===== config.mk =====
export PLATFORM = sky130hd
export DESIGN_NAME = clock_set_ctrl
export DESIGN_NICKNAME = d
export VERILOG_FILES = /design/src/rtl/clock_set_pkg.sv /design/src/rtl/mod_n_en_cnt.sv /design/src/rtl/clock_set_ctrl.sv
export SDC_FILE = /design/constraint.sdc
export NUM_CORES = 1
export LEC_CHECK = 0
export ABC_AREA = 1
export CORE_ASPECT_RATIO = 0.5
export CORE_MARGIN = 3
export CORE_UTILIZATION = 40
export DETAILED_ROUTE_END_ITERATION = 8
export GPL_ROUTABILITY_DRIVEN = 1
export RECOVER_POWER = 25
export SYNTH_ARGS = -nofsm -noshare
export SYNTH_HDL_FRONTEND = slang
export SYNTH_HIERARCHICAL = 1
export SYNTH_SLANG_ARGS = --single-unit

===== constraint.sdc =====
create_clock -name clk -period 3.3 [get_ports clk]
set_input_delay 0.66 -clock clk [delete_from_list [all_inputs] [get_ports clk]]
set_output_delay 0.66 -clock clk [all_outputs]
set_load 0.03 [all_outputs]

===== src/rtl/clock_set_pkg.sv =====
// Shared encodings and field limits for the time-of-day controller.
package clock_set_pkg;

  localparam int SEC_W  = 6;
  localparam int MIN_W  = 6;
  localparam int HOUR_W = 5;

  localparam int SEC_MAX  = 59;
  localparam int MIN_MAX  = 59;
  localparam int HOUR_MAX = 23;

  typedef enum logic [1:0] {
    ST_RUN      = 2'b00,
    ST_SET_HOUR = 2'b01,
    ST_SET_MIN  = 2'b10
  } state_t;

endpackage


===== src/rtl/mod_n_en_cnt.sv =====
// Enabled modulo-(MAX+1) counter with synchronous clear and a combinational terminal-count carry.
module mod_n_en_cnt #(
  parameter int WIDTH = 6,
  parameter int MAX   = 59
) (
  input  logic             clk,
  input  logic             rst,
  input  logic             en,
  input  logic             clr,
  output logic [WIDTH-1:0] cnt,
  output logic             tc
);

  localparam logic [WIDTH-1:0] MAX_V = WIDTH'(MAX);

  assign tc = en & (cnt == MAX_V);

  always_ff @(posedge clk or negedge rst) begin
    if (!rst)          cnt <= '0;
    else if (clr)      cnt <= '0;
    else if (en)       cnt <= (cnt == MAX_V) ? '0 : cnt + WIDTH'(1);
  end

endmodule


===== src/rtl/clock_set_ctrl.sv =====
// 24-hour clock: 1 Hz divider, sec/min/hour cascade and a RUN/SET_HOUR/SET_MIN edit FSM.
module clock_set_ctrl
  import clock_set_pkg::*;
#(
  parameter int TICK_DIV = 50000000,
  parameter int DIV_BITS = 26
) (
  input  logic              clk,
  input  logic              rst,
  input  logic              mode_p,
  input  logic              inc_p,
  output logic [SEC_W-1:0]  sec,
  output logic [MIN_W-1:0]  min,
  output logic [HOUR_W-1:0] hour,
  output logic [1:0]        state,
  output logic              day_p
);

  localparam logic [DIV_BITS-1:0] DIV_MAX = DIV_BITS'(TICK_DIV - 1);

  state_t              st, st_nxt;
  logic [DIV_BITS-1:0] div;
  logic                run, tick;
  logic                sec_en, sec_clr, min_en, hour_en;
  logic                sec_tc, min_tc, hour_tc;

  assign state = st;
  assign tick  = (st == ST_RUN) && (div == DIV_MAX);

  // State register
  always_ff @(posedge clk or negedge rst) begin
    if (!rst) st <= ST_RUN;
    else      st <= st_nxt;
  end

  // Next-state: only mode_p moves the FSM; the unused code recovers to RUN
  always_comb begin
    st_nxt = st;
    case (st)
      ST_RUN:      if (mode_p) st_nxt = ST_SET_HOUR;
      ST_SET_HOUR: if (mode_p) st_nxt = ST_SET_MIN;
      ST_SET_MIN:  if (mode_p) st_nxt = ST_RUN;
      default:     st_nxt = ST_RUN;
    endcase
  end

  // Counter enables: cascade in RUN, inc_p steers to the edited field otherwise (mode_p wins)
  always_comb begin
    run     = 1'b0;
    sec_en  = 1'b0;
    sec_clr = 1'b0;
    min_en  = 1'b0;
    hour_en = 1'b0;
    case (st)
      ST_RUN: begin
        run     = 1'b1;
        sec_en  = tick;
        min_en  = sec_tc;
        hour_en = min_tc;
      end
      ST_SET_HOUR: hour_en = inc_p & ~mode_p;
      ST_SET_MIN: begin
        min_en  = inc_p & ~mode_p;
        sec_clr = mode_p;
      end
      default: ;
    endcase
  end

  // Divider sits at 0 outside RUN so the first tick after editing is a full period away
  always_ff @(posedge clk or negedge rst) begin
    if (!rst)                        div <= '0;
    else if (!run || mode_p || tick) div <= '0;
    else                             div <= div + DIV_BITS'(1);
  end

  // A rollover on the same edge that leaves RUN is dropped so day_p never shows in a set state
  always_ff @(posedge clk or negedge rst) begin
    if (!rst) day_p <= 1'b0;
    else      day_p <= run & hour_tc & ~mode_p;
  end

  mod_n_en_cnt #(.WIDTH(SEC_W), .MAX(SEC_MAX)) u_sec (
    .clk(clk), .rst(rst), .en(sec_en), .clr(sec_clr), .cnt(sec), .tc(sec_tc)
  );

  mod_n_en_cnt #(.WIDTH(MIN_W), .MAX(MIN_MAX)) u_min (
    .clk(clk), .rst(rst), .en(min_en), .clr(1'b0), .cnt(min), .tc(min_tc)
  );

  mod_n_en_cnt #(.WIDTH(HOUR_W), .MAX(HOUR_MAX)) u_hour (
    .clk(clk), .rst(rst), .en(hour_en), .clr(1'b0), .cnt(hour), .tc(hour_tc)
  );

endmodule

After elaboration in Yosys (flattened, before gate mapping). Index checks and enable logic that the tools add are counted.

Register bits: 46. Output and inout bits: 20. Word-level logic and storage cells: 48. Input bits: 4.

Bitwise operators: 7. Muxes and demuxes: 15. Reduce and logical (&&, ||, !) cells: 7. Eq/ne operators: 9. Add/sub/neg operators: 4.

Operator list (number): $add 26x1->26 const B (1); $eq 26x26->1 const B (1); $mux 26 (1); $mux 6 (4); $add 6x1->6 const B (2); $eq 6x6->1 const B (2); $and 1x1->1 (6); $mux 2 (3); $ne 2x2->1 const B (3); $pmux 2 s3 (1); $add 5x1->5 const B (1); $eq 5x5->1 const B (1); $mux 5 (1); $pmux 1 s2 (2); $mux 1 (3); $reduce_and 3->1 (1); $eq 2x1->1 const B (1); $eq 2x2->1 const B (1); $logic_not 2->1 (1); $logic_or 1x1->1 (2); $reduce_bool 2->1 (1); $logic_and 1x1->1 (1); $logic_not 1->1 (1); $not 1->1 (1).

Logic depth before layout (Yosys ltp).
Word-level depth: 10. Depth in mapped cells: 17.

Modules after synthesis. Netlist, hierarchy kept.

By module, submodules not included: clock_set_ctrl (area an instance 1783.0 µm², instances 1, cells each 268); mod_n_en_cnt (u_min ...) (area an instance 362.8 µm², instances 2, cells each 51); mod_n_en_cnt (u_hour) (area an instance 271.5 µm², instances 1, cells each 37).

Worst setup path after synthesis. Ideal clock, no wire load.

Kind: register to register. From: reg div[0]. To: reg day_p. Arrival time: 2.575 ns. Setup slack: 0.654 ns. Cell stages (with the launch flop): 18. Buffers on the path: 0. Path through: dfrtp_1 ha_1 inv_1 nor2_4 nand2_1 nor4_1 inv_1 nor2_1 nand2_1 o21ai_0 inv_1 nor2_1 nand2_1 o21ai_0 nand4_1 nor2_1 nand2_1 nor2_1.

Longest elaborated chain between the ends: 10.

Ends and longest elaborated chain: start, declared (line clock_set_ctrl.sv:22) `logic [DIV_BITS-1:0] div;`; start signal, assigned (line clock_set_ctrl.sv:74) `else div <= div + DIV_BITS'(1);`; $eq 26x26->1 (line clock_set_ctrl.sv:28) `assign tick = (st == ST_RUN) && (div == DIV_MAX);`; $logic_and 1x1->1 (line clock_set_ctrl.sv:28); $mux 1 (line clock_set_ctrl.sv:54) `case (st)`; net sec_en (line clock_set_ctrl.sv:24) `logic sec_en, sec_clr, min_en, hour_en;`; $and 1x1->1 (line mod_n_en_cnt.sv:16) `assign tc = en & (cnt == MAX_V);`; net sec_tc (line clock_set_ctrl.sv:25) `logic sec_tc, min_tc, hour_tc;`; $pmux 1 s2 (line clock_set_ctrl.sv:54); net min_en (line clock_set_ctrl.sv:24); $and 1x1->1 (line mod_n_en_cnt.sv:16); net min_tc (line clock_set_ctrl.sv:25); $pmux 1 s2 (line clock_set_ctrl.sv:54); net hour_en (line clock_set_ctrl.sv:24); $and 1x1->1 (line mod_n_en_cnt.sv:16); net hour_tc (line clock_set_ctrl.sv:25); $and 1x1->1 (2 in series) (line clock_set_ctrl.sv:80) `else day_p <= run & hour_tc & ~mode_p;`; end signal, assigned (line clock_set_ctrl.sv:80); end, declared (line clock_set_ctrl.sv:16) `output logic day_p`.

The timed path passes the listed nets, and every way through them passes these cells. A chain may end at the register's enable or synchronous reset.

Worst setup path after layout. Ends and elaborated chain as after synthesis.

==> flow_summary.yaml <==
power:
  p_clk_share_pct: 38.0
  p_per_area_nw_per_um2: 469
  pwr-share-seq_pct: 41.8
  combPwrFrac_pct: 20.3
  p_leak_nw: 1.41
  ir_drop_uv: 197
  switching_share_pct: 31.5
  p_switching_mw: 0.486
  internal_power_mw: 1.05
yosys:
  synth_enable_flop_cells: 0
  synth_largest_area_cell: "dfrtp_1"
  synth_area_leaders: "dfrtp_1 (41%), nand2_1 (16%), nor2_1 (12%)"
  ys_seq_elements: 46
  syn-mean-instance-area_um2: 6.83
  async_reset_ff_share_pct: 100
  syn_area_um2: 2780
  synth_most_common_cell: "nand2_1"
  synth_cell_type_count: 24
  synthTopCellsByCount: "nand2_1 (118), nor2_1 (90), inv_1 (47), dfrtp_1 (46), nand3_1 (29)"
  yosysSeqAreaShare_pct: 41.4
  synthFlopType: "dfrtp_1"
  syn_inst: 407
  synth_top_area_share_pct: 41.4
  yosysWarningCount: 6
route:
  routed_wl_mm: 6.33
  ant_nets: 0
  drt_pass1_iterations: 5
  vias_per_cell: 4.82
  dr.first_iter.drc_count: 161
  post_drt_wl_per_cell_um: 12.0
  drc: 0
  vias: 2547
die:
  start_util_pct: 43.6
  coreArea_um2: 6380
  die_y_um: 65.0
  ios: 24
  fp-row-count: 20
  dieArea_um2: 8050
  chipWidth_um: 124
timing:
  finalHoldViolCount: 0
  tightestPinTransition_ps: 2500
  hold_slack_ps: 558
  clock-skew-final_ps: 6.23
  max_freq_ghz: 0.340
  post-route-period-util_pct: 89.1
  setup_tns_ps: 0
  maxSlewHeadroom_pct: -66.4
  slew_violations: 47
  fin_crit_ps: 2940
  rsz0062_at_grt: "false"
  setup-violations-final: 0
clock_tree:
  holdBufCountCts: 0
  clock-sinks: 46
  cts_buffer_depth: 2
  cts-root-buf: "clkbuf_16"
  htreeDepth: 2
  cts_resized: 0
  cts_setup_buffers: 0
  clk_pin_slew_ps: 70
  cts_tree: "built"
  clk_latency_ps: 290
  numCtsBuffers: 5
worst_setup_path:
  end_kind: "register"
  cp-start-kind: "register"
  crit_type: "reg2reg"
  critical_path_required_ps: 3530
  arrival_ps: 3170
  crit_path_max_fanout: 6
finish:
  fin_util_pct: 51.4
  area_growth_pct: 18.0
  diodes: 0
  drive_gt1_share_pct: 7.27
  nNetsFinal: 447
placement:
  hpwl_mm: 4.71
  port_buffers: 23
  gp_congestion: 0.848
run_status:
  status: "finished with violations"
  violations: "max-capacitance violations, max-slew violations"
global_routing:
  grt_antenna_before_repair: 0
  track_usage_pct: 17.5
  first_global_vias: 2402
  grt_pass1_wl_mm: 11.1
  globalRouteOverflowTotal: 0
  grt_max_degree: 47
min_path:
  hp-class: "reg2reg"
run:
  cap_violations: 1
-- registers in the layout, summed over array words and instances (netlist names) --
signal,count
u_sec/cnt,6
u_hour/cnt,5
div,26
day_p,1
state,2
u_min/cnt,6
-- logic make-up after synthesis --
| group | synth area share (%) |
|---|---|
| AOI/OAI and AO/OA | 4.95 |
| other | 0.135 |
| and+or+nand+nor | 39.9 |
| xor gates and xnor gates | 4.10 |
| DFF | 41.4 |
| adders and majority gates | 1.80 |
| buffers and inverters | 7.70 |
-- stage by stage --
step | setup slack, ps | std cells | total power, mW | instance area, um^2
2_1_floorplan | 654 | 410 | 0.865 | 2790
3_3_place_gp | 522 | 520 | 0.960 | 3110
3_5_place_dp | 409 | 520 | 0.967 | 3110
4_1_cts | 353 | 528 | 1.56 | 3280
5_1_grt | 26.5 | 528 | 1.63 | 3280
6_report | 358 | 528 | 1.54 | 3280
-- per-layer routing --
metal  track usage [%]  routed length (um)  vias up
met2              28.0                2830       60
met1              23.5                3120     1173
met5                 0                   0        -
met4              4.91                  49        0
li1                  -                   -     1308
met3              4.53                 325        6
-- critical path, stage by stage, from the launching register on --
cell and delay [ps]:
dfrtp_1 440, ha_1 280, inv_1 100, nor2_4 160, nand2_1 90, nor4_1 320, buf_4 190, inv_1 40
nor2_1 90, nand2_1 50, o21ai_0 200, inv_1 80, nor2_1 120, nand2_1 60, o21ai_0 220, nand4_1 190
nor2_1 120, nand2_1 60, nor2_1 90
-- final timing paths --
check	start	end	slack, ps	depth (start not counted)
max in group asynchronous	rst	div[6]$_DFF_PN0_	750	1
setup / recovery	div[0]$_DFF_PN0_	day_p$_DFF_PN0_	360	18
min in group asynchronous	rst	u_min/cnt[5]$_DFFE_PN0P_	1140	1
setup reg to reg	div[0]$_DFF_PN0_	day_p$_DFF_PN0_	360	18
hold reg to reg	u_sec/cnt[1]$_DFFE_PN0P_	u_sec/cnt[1]$_DFFE_PN0P_	560	2
hold / removal	u_sec/cnt[1]$_DFFE_PN0P_	u_sec/cnt[1]$_DFFE_PN0P_	560	2
-- cell usage in the layout, fill, tap and decap left out, drive strengths merged, types with 2 or more instances in the layout --
master         Yosys  final
xnor2              7      7
nand4              6      6
a21oi             14     14
nand2            125    125
clkbuf             0      6
xor2               6      6
dfrtp             46     46
ha                 4      4
clkinvlp           0      2
o21ai              9      9
o21bai             2      2
nor2             100    100
conb               1      4
and2               3      3
clkdlybuf4s50      0     21
nand3             29     29
inv               51     51
-- power by group through the flow --
| stage | Combinational [mW] | Sequential [mW] | Clock (mW) |
|---|---|---|---|
| finish | 0.312 | 0.643 | 0.585 |
| global route | 0.352 | 0.650 | 0.624 |
| CTS | 0.316 | 0.642 | 0.601 |
| detailed placement | 0.315 | 0.653 | 0 |
| global placement | 0.310 | 0.651 | 0 |
| floorplan | 0.167 | 0.698 | 0 |
-- area by class of cell --
| class | count | area, um^2 |
|---|---|---|
| sequential | 46 | 1150 |
| inverter | 51 | 191 |
| clock inverter | 3 | 45.0 |
| timing repair buffer | 24 | 231 |
| tap | 88 | 110 |
| fill | 629 | 3100 |
| clock buffer | 5 | 125 |
| multi-input combinational | 311 | 1430 |
(Power assumes the default switching activity.)
